==> config.mk <==
export PLATFORM = sky130hd
export DESIGN_NAME = game_sequencer_flat
export DESIGN_NICKNAME = d
export VERILOG_FILES = /design/src/rtl/game_sequencer_if.sv /design/src/rtl/game_sequencer.sv /design/src/flat_wrapper.sv
export SDC_FILE = /design/constraint.sdc
export NUM_CORES = 1
export LEC_CHECK = 0
export CAP_MARGIN = 40
export CORE_UTILIZATION = 35
export CTS_CLUSTER_SIZE = 24
export DETAILED_ROUTE_END_ITERATION = 10
export PLACE_DENSITY = 0.7
export SETUP_SLACK_MARGIN = 0.2
export SYNTH_ARGS = -nofsm -noshare
export SYNTH_HDL_FRONTEND = slang
export SYNTH_SLANG_ARGS = --single-unit
==> constraint.sdc <==
create_clock -name i_pxl_clk -period 2.23 [get_ports i_pxl_clk]
set_input_delay 0.446 -clock i_pxl_clk [delete_from_list [all_inputs] [get_ports i_pxl_clk]]
set_output_delay 0.446 -clock i_pxl_clk [all_outputs]
set_load 0.1 [all_outputs]
==> src/rtl/game_sequencer_if.sv <==
// ---------------------------------------------------------------------------
// game_sequencer_if
// Purpose : groups the signals exchanged between the game sequencer and the
//           ball / collision controllers of the breakout design.
// Signals :
//   lose       ball passed the paddle (level, from ball logic)
//   win        all bricks cleared (level, from collision logic)
//   block_hit  one-cycle pulse per destroyed brick (from collision logic)
//   ball_start one-cycle pulse that launches the ball (to ball logic)
//   ball_hold  ball parked on the paddle, movement frozen (to ball logic)
//   blk_reload one-cycle pulse restoring all bricks (to collision logic)
// Modports:
//   master  the game sequencer side
//   slave   the ball / collision controller side
// ---------------------------------------------------------------------------
interface game_sequencer_if;
  logic lose;
  logic win;
  logic block_hit;
  logic ball_start;
  logic ball_hold;
  logic blk_reload;

  modport master (
    input  lose,
    input  win,
    input  block_hit,
    output ball_start,
    output ball_hold,
    output blk_reload
  );

  modport slave (
    output lose,
    output win,
    output block_hit,
    input  ball_start,
    input  ball_hold,
    input  blk_reload
  );
endinterface

==> src/rtl/game_sequencer.sv <==
// ---------------------------------------------------------------------------
// game_sequencer
// Purpose : top-level game-flow controller for breakout. Sequences rounds
//           (idle, serve, play, life lost, level clear, game over / won),
//           gates the ball controller, tracks lives, score and level and
//           requests brick-wall reloads. All outputs are registered.
// Ports   :
//   i_pxl_clk    pixel clock, the only clock
//   i_reset      synchronous active-high reset
//   i_vsync      VGA vsync; its rising edge is the frame tick
//   i_btn_start  start button (level)
//   bus          ball / collision handshake (master side)
//   o_lives      remaining lives
//   o_score      accumulated score (saturating)
//   o_level      current level, 0-based
//   o_state      IDLE=0 SERVE=1 PLAY=2 MISS=3 CLEAR=4 OVER=5 WON=6
//   o_game_over  high in OVER or WON
// ---------------------------------------------------------------------------
module game_sequencer #(
  parameter int unsigned LIVES_INIT   = 3,
  parameter int unsigned MISS_FRAMES  = 60,
  parameter int unsigned CLEAR_FRAMES = 120,
  parameter int unsigned MAX_LEVEL    = 3,
  parameter int unsigned SCORE_W      = 12
) (
  input  logic               i_pxl_clk,
  input  logic               i_reset,
  input  logic               i_vsync,
  input  logic               i_btn_start,
  game_sequencer_if.master   bus,
  output logic [1:0]         o_lives,
  output logic [SCORE_W-1:0] o_score,
  output logic [1:0]         o_level,
  output logic [2:0]         o_state,
  output logic               o_game_over
);

  typedef enum logic [2:0] {
    S_IDLE  = 3'd0,
    S_SERVE = 3'd1,
    S_PLAY  = 3'd2,
    S_MISS  = 3'd3,
    S_CLEAR = 3'd4,
    S_OVER  = 3'd5,
    S_WON   = 3'd6
  } state_t;

  localparam logic [SCORE_W-1:0] SCORE_MAX   = {SCORE_W{1'b1}};
  localparam logic [7:0]         MISS_LAST   = 8'(MISS_FRAMES - 1);
  localparam logic [7:0]         CLEAR_LAST  = 8'(CLEAR_FRAMES - 1);
  localparam logic [1:0]         LEVEL_LAST  = 2'(MAX_LEVEL - 1);
  localparam logic [1:0]         LIVES_START = 2'(LIVES_INIT);

  state_t               r_state;
  state_t               w_state_nxt;
  logic                 r_btn_q;
  logic                 r_vsync_q;
  logic [7:0]           r_frame_cnt;
  logic [7:0]           w_frame_cnt_nxt;
  logic [1:0]           r_lives;
  logic [1:0]           w_lives_nxt;
  logic [SCORE_W-1:0]   r_score;
  logic [SCORE_W-1:0]   w_score_nxt;
  logic [1:0]           r_level;
  logic [1:0]           w_level_nxt;
  logic                 r_ball_start;
  logic                 w_ball_start_nxt;
  logic                 r_ball_hold;
  logic                 w_ball_hold_nxt;
  logic                 r_blk_reload;
  logic                 w_blk_reload_nxt;
  logic                 r_game_over;
  logic                 w_game_over_nxt;

  logic                 w_start_edge;
  logic                 w_frame_tick;
  logic                 w_miss_done;
  logic                 w_clear_done;
  logic [SCORE_W:0]     w_score_sum;

  assign w_start_edge = i_btn_start & ~r_btn_q;
  assign w_frame_tick = i_vsync & ~r_vsync_q;
  // The exit fires on the tick that would take the counter past its last value.
  assign w_miss_done  = w_frame_tick && (r_frame_cnt == MISS_LAST);
  assign w_clear_done = w_frame_tick && (r_frame_cnt == CLEAR_LAST);
  // One extra bit catches the carry used for saturation; a hit is worth level+1.
  assign w_score_sum  = {1'b0, r_score} + {{(SCORE_W-1){1'b0}}, r_level}
                        + {{SCORE_W{1'b0}}, 1'b1};

  // Next-state, counters and registered-output values for the game flow.
  always_comb begin
    w_state_nxt      = r_state;
    w_lives_nxt      = r_lives;
    w_score_nxt      = r_score;
    w_level_nxt      = r_level;
    w_ball_start_nxt = 1'b0;
    w_blk_reload_nxt = 1'b0;

    case (r_state)
      S_IDLE: begin
        if (w_start_edge) begin
          w_state_nxt      = S_SERVE;
          w_lives_nxt      = LIVES_START;
          w_score_nxt      = {SCORE_W{1'b0}};
          w_level_nxt      = 2'd0;
          w_blk_reload_nxt = 1'b1;
        end else begin
          w_state_nxt = S_IDLE;
        end
      end
      S_SERVE: begin
        if (w_start_edge) begin
          w_state_nxt      = S_PLAY;
          w_ball_start_nxt = 1'b1;
        end else begin
          w_state_nxt = S_SERVE;
        end
      end
      S_PLAY: begin
        // Hits are scored even in the cycle that ends play.
        if (bus.block_hit) begin
          w_score_nxt = w_score_sum[SCORE_W] ? SCORE_MAX : w_score_sum[SCORE_W-1:0];
        end else begin
          w_score_nxt = r_score;
        end
        if (bus.win) begin
          w_state_nxt = S_CLEAR;
        end else if (bus.lose) begin
          if (r_lives != 2'd0) begin
            w_lives_nxt = r_lives - 2'd1;
          end else begin
            w_lives_nxt = r_lives;
          end
          w_state_nxt = (r_lives == 2'd1) ? S_OVER : S_MISS;
        end else begin
          w_state_nxt = S_PLAY;
        end
      end
      S_MISS: begin
        if (w_miss_done) begin
          w_state_nxt = S_SERVE;
        end else begin
          w_state_nxt = S_MISS;
        end
      end
      S_CLEAR: begin
        if (w_clear_done) begin
          if (r_level == LEVEL_LAST) begin
            w_state_nxt = S_WON;
          end else begin
            w_state_nxt      = S_SERVE;
            w_level_nxt      = r_level + 2'd1;
            w_blk_reload_nxt = 1'b1;
          end
        end else begin
          w_state_nxt = S_CLEAR;
        end
      end
      S_OVER, S_WON: begin
        if (w_start_edge) begin
          w_state_nxt = S_IDLE;
        end else begin
          w_state_nxt = r_state;
        end
      end
      default: begin
        w_state_nxt = S_IDLE;
      end
    endcase

    // Counter restarts on every state change so each timed state starts at zero.
    if (w_state_nxt != r_state) begin
      w_frame_cnt_nxt = 8'd0;
    end else if (w_frame_tick && ((r_state == S_MISS) || (r_state == S_CLEAR))) begin
      w_frame_cnt_nxt = r_frame_cnt + 8'd1;
    end else begin
      w_frame_cnt_nxt = r_frame_cnt;
    end

    w_ball_hold_nxt = (w_state_nxt != S_PLAY);
    w_game_over_nxt = (w_state_nxt == S_OVER) || (w_state_nxt == S_WON);
  end

  // State, edge-detect and output registers with synchronous reset.
  always_ff @(posedge i_pxl_clk) begin
    if (i_reset) begin
      r_state      <= S_IDLE;
      r_btn_q      <= 1'b0;
      r_vsync_q    <= 1'b0;
      r_frame_cnt  <= 8'd0;
      r_lives      <= 2'd0;
      r_score      <= {SCORE_W{1'b0}};
      r_level      <= 2'd0;
      r_ball_start <= 1'b0;
      r_ball_hold  <= 1'b1;
      r_blk_reload <= 1'b0;
      r_game_over  <= 1'b0;
    end else begin
      r_state      <= w_state_nxt;
      r_btn_q      <= i_btn_start;
      r_vsync_q    <= i_vsync;
      r_frame_cnt  <= w_frame_cnt_nxt;
      r_lives      <= w_lives_nxt;
      r_score      <= w_score_nxt;
      r_level      <= w_level_nxt;
      r_ball_start <= w_ball_start_nxt;
      r_ball_hold  <= w_ball_hold_nxt;
      r_blk_reload <= w_blk_reload_nxt;
      r_game_over  <= w_game_over_nxt;
    end
  end

  assign bus.ball_start = r_ball_start;
  assign bus.ball_hold  = r_ball_hold;
  assign bus.blk_reload = r_blk_reload;
  assign o_lives        = r_lives;
  assign o_score        = r_score;
  assign o_level        = r_level;
  assign o_state        = r_state;
  assign o_game_over    = r_game_over;

endmodule

==> src/flat_wrapper.sv <==
// flat-port wrapper written by rule: the top's interface ports become plain ports
module game_sequencer_flat 
#(
  parameter int unsigned LIVES_INIT   = 3,
  parameter int unsigned MISS_FRAMES  = 60,
  parameter int unsigned CLEAR_FRAMES = 120,
  parameter int unsigned MAX_LEVEL    = 3,
  parameter int unsigned SCORE_W      = 12
)
  (i_pxl_clk, i_reset, i_vsync, i_btn_start, o_lives, o_score, o_level, o_state, o_game_over, bus_lose, bus_win, bus_block_hit, bus_ball_start, bus_ball_hold, bus_blk_reload);
  game_sequencer_if bus_i ();
  input  logic i_pxl_clk;
  input  logic i_reset;
  input  logic i_vsync;
  input  logic i_btn_start;
  output logic [1:0] o_lives;
  output logic [SCORE_W-1:0] o_score;
  output logic [1:0] o_level;
  output logic [2:0] o_state;
  output logic o_game_over;
  input wire logic [$bits(bus_i.lose)-1:0] bus_lose;
  input wire logic [$bits(bus_i.win)-1:0] bus_win;
  input wire logic [$bits(bus_i.block_hit)-1:0] bus_block_hit;
  output wire logic [$bits(bus_i.ball_start)-1:0] bus_ball_start;
  output wire logic [$bits(bus_i.ball_hold)-1:0] bus_ball_hold;
  output wire logic [$bits(bus_i.blk_reload)-1:0] bus_blk_reload;
  assign bus_i.lose = bus_lose;
  assign bus_i.win = bus_win;
  assign bus_i.block_hit = bus_block_hit;
  assign bus_ball_start = bus_i.ball_start;
  assign bus_ball_hold = bus_i.ball_hold;
  assign bus_blk_reload = bus_i.blk_reload;
  game_sequencer #(.LIVES_INIT(LIVES_INIT), .MISS_FRAMES(MISS_FRAMES), .CLEAR_FRAMES(CLEAR_FRAMES), .MAX_LEVEL(MAX_LEVEL), .SCORE_W(SCORE_W)) u_core (.i_pxl_clk(i_pxl_clk), .i_reset(i_reset), .i_vsync(i_vsync), .i_btn_start(i_btn_start), .bus(bus_i), .o_lives(o_lives), .o_score(o_score), .o_level(o_level), .o_state(o_state), .o_game_over(o_game_over));
endmodule
[Yosys cells after proc, flatten, opt, wreduce, memory -nomap -nowiden]
Cells that the tools add are included.
Operators by class
  $add $sub $neg: 5
  reductions and logical operators: 15
  mux-type cells: 27
  bitwise operators: 5
  equal/unequal tests: 21
Operators by type and width (number)
  12-bit 2-to-1 mux: 3
  12-bit one-hot mux with 2 select lines: 1
  2-bit 2-to-1 mux: 9
  3-bit 2-to-1 mux: 6
  3-bit one-hot mux with 6 select lines: 1
  3-bit == test, second input constant: 5
  12-bit by 2-bit adder with 13-bit output: 1
  13-bit by 1-bit adder with 13-bit output, second input constant: 1
  8-bit by 1-bit adder with 8-bit output, second input constant: 1
  8-bit by 6-bit == test with 1-bit output, second input constant: 1
  8-bit by 7-bit == test with 1-bit output, second input constant: 1
  2-bit inequality test, second input constant: 4
  2-bit one-hot mux with 2 select lines: 2
  3-bit by 2-bit == test with 1-bit output, second input constant: 2
  2-bit by 1-bit inequality test with 1-bit output, second input constant: 3
  2-bit nonzero test: 3
  2-bit OR reduction: 3
  5-bit AND reduction: 1
  1-bit 2-to-1 mux: 4
  4-bit AND reduction: 1
  3-bit by 1-bit == test with 1-bit output, second input constant: 1
  1-bit logical AND: 3
  3-bit zero test: 1
  3-bit by 2-bit inequality test with 1-bit output, second input constant: 1
  10 further kinds: 14
Storage, ports and cells
  input bits: 7
  output and inout port bits: 23
  bits in registers: 33

[Depth between registers and ports, before layout]
Gate-level depths: netlist of the first run.
  word-level depth: 7
  gate-level depth with buffers: 9
  depth with buffers taken out: 8

[Worst setup path before layout of the first run]
No wires, ideal clock.
  path kind: register to register
  start: register u_core.r_level[0] (netlist: u_core.o_level[0])
  end: register u_core.r_score[7] (netlist: u_core.o_score[7])
  setup time: 0.067 ns
  path buffers: 1
  setup slack: -0.823 ns
  data arrival time: 2.986 ns
  stages on the path, launching flop included: 10
  data required time: 2.163 ns
  cells stage by stage: dfxtp_1 > inv_1 > ha_1 > fa_1 > nand3b_4 > or4_4 > buf_6 > a21boi_1 > a2bb2oi_1 > nor2_1
Between the ends
  word-level cells in the longest chain between the ends: 5
Ends and longest elaborated chain
  start, declared: RTL line game_sequencer.sv:64  | logic [1:0] r_level;
  start signal, assigned: RTL line game_sequencer.sv:205  | r_level <= w_level_nxt;
  12-bit by 2-bit adder with 13-bit output: RTL line game_sequencer.sv:87  | assign w_score_sum = {1'b0, r_score} + {{(SCORE_W-1){1'b0}}, r_level}
  13-bit by 1-bit adder with 13-bit output: RTL line game_sequencer.sv:88  | + {{SCORE_W{1'b0}}, 1'b1};
  12-bit 2-to-1 mux: RTL line game_sequencer.sv:122  | w_score_nxt = w_score_sum[SCORE_W] ? SCORE_MAX : w_score_sum[SCORE_W-1:0];
  12-bit 2-to-1 mux: RTL line game_sequencer.sv:121  | if (bus.block_hit) begin
  12-bit one-hot mux with 2 select lines: RTL line game_sequencer.sv:99  | case (r_state)
  end signal, assigned: RTL line game_sequencer.sv:192  | r_score <= {SCORE_W{1'b0}};
  end signal, assigned: RTL line game_sequencer.sv:204  | r_score <= w_score_nxt;
  end, declared: RTL line game_sequencer.sv:62  | logic [SCORE_W-1:0] r_score;
Every way passes these cells. The select of a mux whose other input is x is not followed.
A chain may end at the register's enable or synchronous reset.

[Worst setup path in the final report of the first run]
Same ends and word-level chain as after synthesis.

==> impl_metrics.env, run 1 <==
export IMPL_netlist_cell_type_count=56
export IMPL_wirelength_um=4770
export IMPL_fin_crit_ns=2.04
export IMPL_grt_pass1_vias=1733
export IMPL_p_leak_nw=1.06
export IMPL_power_total_mw=1.35
export IMPL_cp_data_arrival_time_ns=2.28
export IMPL_pin_count=30
export IMPL_clk_pin_slew_ns=0.07
export IMPL_cts_tree="done"
export IMPL_drtIter0Drc=112
export IMPL_synth_edf_count=0
export IMPL_dp_cells=321
export IMPL_die_h_um=76.3
export IMPL_timing_max_transition_violations_final=0
export IMPL_cap_violations=0
export IMPL_cts_root_buf="clkbuf_8"
export IMPL_clkLatencyLatePin_ns=0.29
export IMPL_antenna_found_initial=0
export IMPL_vias=1806
export IMPL_worstSetupEndpointType="register"
export IMPL_rsz0062_at_grt="yes"
export IMPL_synth_flop_cell="dfxtp_1"
export IMPL_finalSetupViolations=0
export IMPL_maxSlewHeadroom=0.655
export IMPL_syn_avg_cell_area_um2=8.78
export IMPL_routedWlPerCell_um=14.1
export IMPL_max_freq_mhz=489
export IMPL_yosys_area_top_type="dfxtp_1"
export IMPL_io_buffers=29
export IMPL_netlist_instances=220
export IMPL_final_cells=337
export IMPL_yosys_top_cells_area="dfxtp_1 (34%), nor2_1 (4.1%), ha_1 (3.9%)"
export IMPL_power_density_nw_per_um2=533
export IMPL_syn_area_um2=1930
export IMPL_slowest_delay_ns=0.54
export IMPL_cts_made_buffers=5
export IMPL_num_fill_cells=508
export IMPL_dieArea_um2=5820
export IMPL_crit_fanout=5
export IMPL_synth_warnings=0
export IMPL_worst_path_buf_inv=1
export IMPL_hold_buffers=0
export IMPL_ir_drop_uv=309
export IMPL_dp_hpwl_um=3250
export IMPL_fin_ws_ns=0.187
export IMPL_syn_to_final_growth_pct=31.2
export IMPL_fp_dieW_um=76.3
export IMPL_critPathKind="register to register"
export IMPL_worst_path_max_delay_cell="or4_4"
export IMPL_h_tree_depth=2
export IMPL_remaining_drc_errors=0
export IMPL_placed_area_um2=2340
export IMPL_grt_max_degree=24
export IMPL_grt_ovfl_total=0
export IMPL_hp_class="register to register"
export IMPL_drive_gt1_frac=0.318
export IMPL_grt_pass1_wl_um=8060
export IMPL_start_util=0.371
export IMPL_placementRows=26
export IMPL_core_area_um2=5200
export IMPL_worstSetupStartpointType="register"
export IMPL_fin_skew_ns=0.00858
export IMPL_antenna_left=0
export IMPL_dpl_worst_slack_ns=-0.0487
export IMPL_gp_congestion=0.811
export IMPL_hold_violations=0
export IMPL_vias_per_cell=5.36
export IMPL_required_ns=2.46
export IMPL_fin_area_um2=2530
export IMPL_crit_chain="inv_4, ha_4, fa_2, nand3b_4, or4_4, a21boi_4, a2bb2oi_2, nor2_1"
export IMPL_clock_path_buffers=2
export IMPL_first_pass_iters=4
export IMPL_yosysSeqAreaShare=0.342
export IMPL_path_delay_family="simple AND/OR/NAND/NOR gates"
export IMPL_status="finished clean"
export IMPL_antenna_cells=0
export IMPL_cts_sinks=33
export IMPL_synth_top_cell_area_share=0.342
export IMPL_layout_nets=280
export IMPL_min_period_over_period=0.916
export IMPL_grt_usage=0.171
export IMPL_synth_nets=234
export IMPL_worst_pin_slew_ns=0.512
export IMPL_synth_seq_cells=33
export IMPL_synth_async_sr_flop_share=0
stage by stage:
stage	utilization	TNS, ns	hold slack (ns)
floorplan	-	-0.846	0.537
finish	0.487	0	0.479
CTS	0.476	0	0.473
global placement	0.449	0	0.457
global route	0.487	0	0.498
detailed placement	0.449	-0.153	0.464
final cells by class:
cell class / count / area (µm²) / share of cell area
Clock buffer: 6 / 72.6 / 0.0286
Clock inverter: 2 / 10.0 / 0.00395
Inverter: 12 / 47.5 / 0.0188
Multi-Input combinational cell: 166 / 1260 / 0.496
Sequential cell: 33 / 684 / 0.270
Tap cell: 70 / 87.6 / 0.0346
Timing Repair Buffer: 48 / 375 / 0.148
logic make-up after synthesis:
logic type,count (synthesis),synth area share
multiplexers,1,0.00518
flip-flops,33,0.342
AO/OA/AOI/OAI,56,0.215
XOR/XNOR,9,0.0408
AND/OR/NAND/NOR,92,0.296
buffers and inverters,22,0.0518
adder cells (fa/ha/maj),7,0.0492
cell usage in the layout (no fill, tap or decap), drive strengths merged, types with 9 or more instances in the layout:
cell / netlist / layout
buf: 7 / 42
o21ai: 11 / 11
nor2: 21 / 21
nand2: 14 / 14
dfxtp: 33 / 33
inv: 12 / 12
and2: 9 / 9
path summary, 6_finish.rpt:
check	endpoint	depth (start not counted)	start	slack, ns
max	u_core.o_score[7]$_SDFFE_PP0P_	8	u_core.o_level[0]$_SDFFE_PP0P_	0.19
min	u_core.o_lives[0]$_SDFFE_PP0P_	1	u_core.o_lives[0]$_SDFFE_PP0P_	0.48
max reg2reg	u_core.o_score[7]$_SDFFE_PP0P_	8	u_core.o_level[0]$_SDFFE_PP0P_	0.19
min reg2reg	u_core.o_lives[0]$_SDFFE_PP0P_	1	u_core.o_lives[0]$_SDFFE_PP0P_	0.48
metal layers:
layer,GRT usage,vias up,share of wire
li1,-,898,-
met1,0.208,854,0.46
met2,0.288,47,0.48
met3,0.0431,7,0.046
met4,0.0673,0,0.014
met5,0,-,0
sequential cells by signal (all words and copies together) (netlist names), 2 cells and up:
name,flops
u_core.r_frame_cnt,8
u_core.o_state,3
u_core.o_score,12
u_core.o_level,2
u_core.o_lives,2
what timing repair did:
action / CTS / global route
setup endpoints to repair: 12 / 22
gates resized for setup: 2 / 11
pin swaps: 5 / 4
gates cloned: 1 / 0
setup buffers: 6 / 1
power breakdown:
| part | leakage [nW] | switching, mW | internal [mW] |
|---|---|---|---|
| clock | 0.0450 | 0.227 | 0.216 |
| combinational | 0.741 | 0.178 | 0.106 |
| sequential | 0.273 | 0.0237 | 0.600 |
| total | 1.06 | 0.428 | 0.922 |
cell usage after synthesis (all sizes together), types with 3 or more instances:
library cell,count
nor3,3
and3,4
o2111a,3
nand4,5
a31oi,4
ha,6
a21oi,6
clkbuf,3
a22oi,6
a311oi,3
a211oi,5
and3b,3
dfxtp,33
nand2,14
nor2,21
inv,12
nand3,6
xor2,6
nor2b,5
nand2b,3
buf,7
o21ai,11
and2,9
xnor2,3
No activity file was read; power rests on OpenSTA's default activity.
==> inputs of run 2 (changes only) <==
--- a/config.mk
+++ b/config.mk
@@ -10,6 +10,7 @@
 export CTS_CLUSTER_SIZE = 24
 export DETAILED_ROUTE_END_ITERATION = 10
 export PLACE_DENSITY = 0.7
+export RECOVER_POWER = 100
 export SETUP_SLACK_MARGIN = 0.2
 export SYNTH_ARGS = -nofsm -noshare
 export SYNTH_HDL_FRONTEND = slang
==> run 2 against run 1 <==
Effect of this change: sequential share of layout area increased by 0.97 points; routed wire length is 0.36% lower; total power decreased by 1.4%; clock power hardly changed; critical endpoint is now u_core.o_score[10]$_SDFFE_PP0P_; largest cell class unchanged.
==> impl_metrics.env, run 2 (synthesized netlist as in run 1, its figures left out) <==
export IMPL_status="finished clean"
export IMPL_cap_violations=0
export IMPL_final_common_cell="dfxtp_1"
export IMPL_cp_data_arrival_time_ns=2.30
export IMPL_required_ns=2.44
export IMPL_dp_hpwl_um=3250
export IMPL_ir_drop_uv=308
export IMPL_finalSetupViolations=0
export IMPL_grt_usage=0.171
export IMPL_io_buffers=29
export IMPL_wirelength_um=4750
export IMPL_mostFrequentLayoutCells="dfxtp_1 (25), nor2_1 (20), clkbuf_2 (19), buf_4 (16), nand2_1 (14)"
export IMPL_grt_pass1_wl_um=8060
export IMPL_fin_crit_ns=2.09
export IMPL_routedWlPerCell_um=14.1
export IMPL_p_leak_nw=1.01
export IMPL_first_pass_iters=4
export IMPL_vias=1793
export IMPL_worstSetupEndpointType="register"
export IMPL_critPathKind="register to register"
export IMPL_largest_register_ffs=12
export IMPL_fin_skew_ns=0.00741
export IMPL_placementRows=26
export IMPL_grt_busiest_layer="met2"
export IMPL_power_density_nw_per_um2=547
export IMPL_remaining_drc_errors=0
export IMPL_hp_class="register to register"
export IMPL_grt_ovfl_total=0
export IMPL_clock_path_buffers=2
export IMPL_maxSlewHeadroom=0.224
export IMPL_rsz0062_at_grt="yes"
export IMPL_grt_pass1_vias=1733
export IMPL_dpl_worst_slack_ns=-0.0487
export IMPL_min_period_over_period=0.939
export IMPL_worst_pin_slew_ns=1.17
export IMPL_clk_pin_slew_ns=0.07
export IMPL_fin_ws_ns=0.137
export IMPL_fin_setup_tns_ns=0
export IMPL_timing_max_transition_violations_final=0
export IMPL_cts_made_buffers=5
export IMPL_cts_tree="done"
export IMPL_vias_per_cell=5.32
export IMPL_use_met2=0.288
export IMPL_cts_root_buf="clkbuf_8"
export IMPL_dieArea_um2=5820
export IMPL_syn_to_final_growth_pct=26.0
export IMPL_drtIter0Drc=103
export IMPL_max_freq_mhz=478
export IMPL_crit_fanout=4
export IMPL_layout_nets=280
export IMPL_worstSetupStartpointType="register"
export IMPL_antenna_cells=0
export IMPL_antenna_left=0
export IMPL_clkLatencyLatePin_ns=0.29
export IMPL_antenna_found_initial=0
export IMPL_cts_sinks=33
export IMPL_h_tree_depth=2
export IMPL_gp_congestion=0.811
export IMPL_grt_max_degree=24
export IMPL_fp_dieW_um=76.3
export IMPL_die_h_um=76.3
export IMPL_grt_use_met1=0.208
export IMPL_use_met3=0.0431
export IMPL_pin_count=30
export IMPL_core_area_um2=5200
export IMPL_hold_violations=0
export IMPL_drive_gt1_frac=0.270
export IMPL_start_util=0.371
==> run 2: cell types whose count changed in the layout (fill, tap and decap cells not counted), sizes merged <==
cell,previous run,this run
dlygate4sd3,0,2
clkbuf,6,32
clkdlybuf4s50,6,4
buf,42,16
==> run 2: repair_timing <==
action	4_1_cts	5_1_grt
cloned	1	0
resized for setup	2	11
setup buffers	6	1
hold buffers	0	0
setup endpoints to repair	12	22
pin swaps	5	4
==> run 2: area by class of cell <==
cell class | instances | area [µm²]
clock inverters | 2 | 10.0
inverters | 12 | 47.5
repair buffers | 48 | 305
well taps | 70 | 87.6
flip-flops and latches | 33 | 681
fillers | 532 | 2770
multi-input cells | 166 | 1230
clock buffers | 6 | 72.6
==> run 2: worst paths after layout <==
check | cells after the start | end | slack, ns | start
min | 1 | u_core.o_lives[0]$_SDFFE_PP0P_ | 0.48 | u_core.o_lives[0]$_SDFFE_PP0P_
max | 8 | u_core.o_score[10]$_SDFFE_PP0P_ | 0.14 | u_core.o_level[0]$_SDFFE_PP0P_
max reg2reg | 8 | u_core.o_score[10]$_SDFFE_PP0P_ | 0.14 | u_core.o_level[0]$_SDFFE_PP0P_
min reg2reg | 1 | u_core.o_lives[0]$_SDFFE_PP0P_ | 0.48 | u_core.o_lives[0]$_SDFFE_PP0P_
==> run 2: report_power, final <==
| part | switching [mW] | internal, mW | total (mW) |
|---|---|---|---|
| registers | 0.0225 | 0.602 | 0.624 |
| clock network | 0.225 | 0.216 | 0.441 |
| logic | 0.176 | 0.0892 | 0.265 |
==> run 2: metal layers <==
metal  part of all wire  vias up  wire [µm]
met2               0.48       38       2280
met4              0.014        0         68
met5                  0        -          0
met3              0.040        7        192
met1               0.47      855       2210
li1                   -      893          -
==> run 2: critical path: stages (launching register included) <==
cell and delay (ns):
dfxtp_1 0.38, inv_4 0.05, ha_4 0.16, fa_2 0.34, nand3b_4 0.18, or3_1 0.42, nor2_2 0.16, a31oi_1 0.10
a211oi_1 0.23
==> run 2: metrics by stage <==
| stage | power, mW | hold slack, ns | util | instances | cell area (µm²) |
|---|---|---|---|---|---|
| floorplan | 0.829 | 0.537 | - | 220 | 1980 |
| detailed placement | 0.907 | 0.464 | 0.449 | 321 | 2340 |
| global route | 1.40 | 0.496 | 0.468 | 337 | 2430 |
| finish | 1.33 | 0.476 | 0.468 | 337 | 2430 |
| global placement | 0.904 | 0.457 | 0.449 | 321 | 2340 |
| CTS | 1.34 | 0.473 | 0.476 | 336 | 2480 |
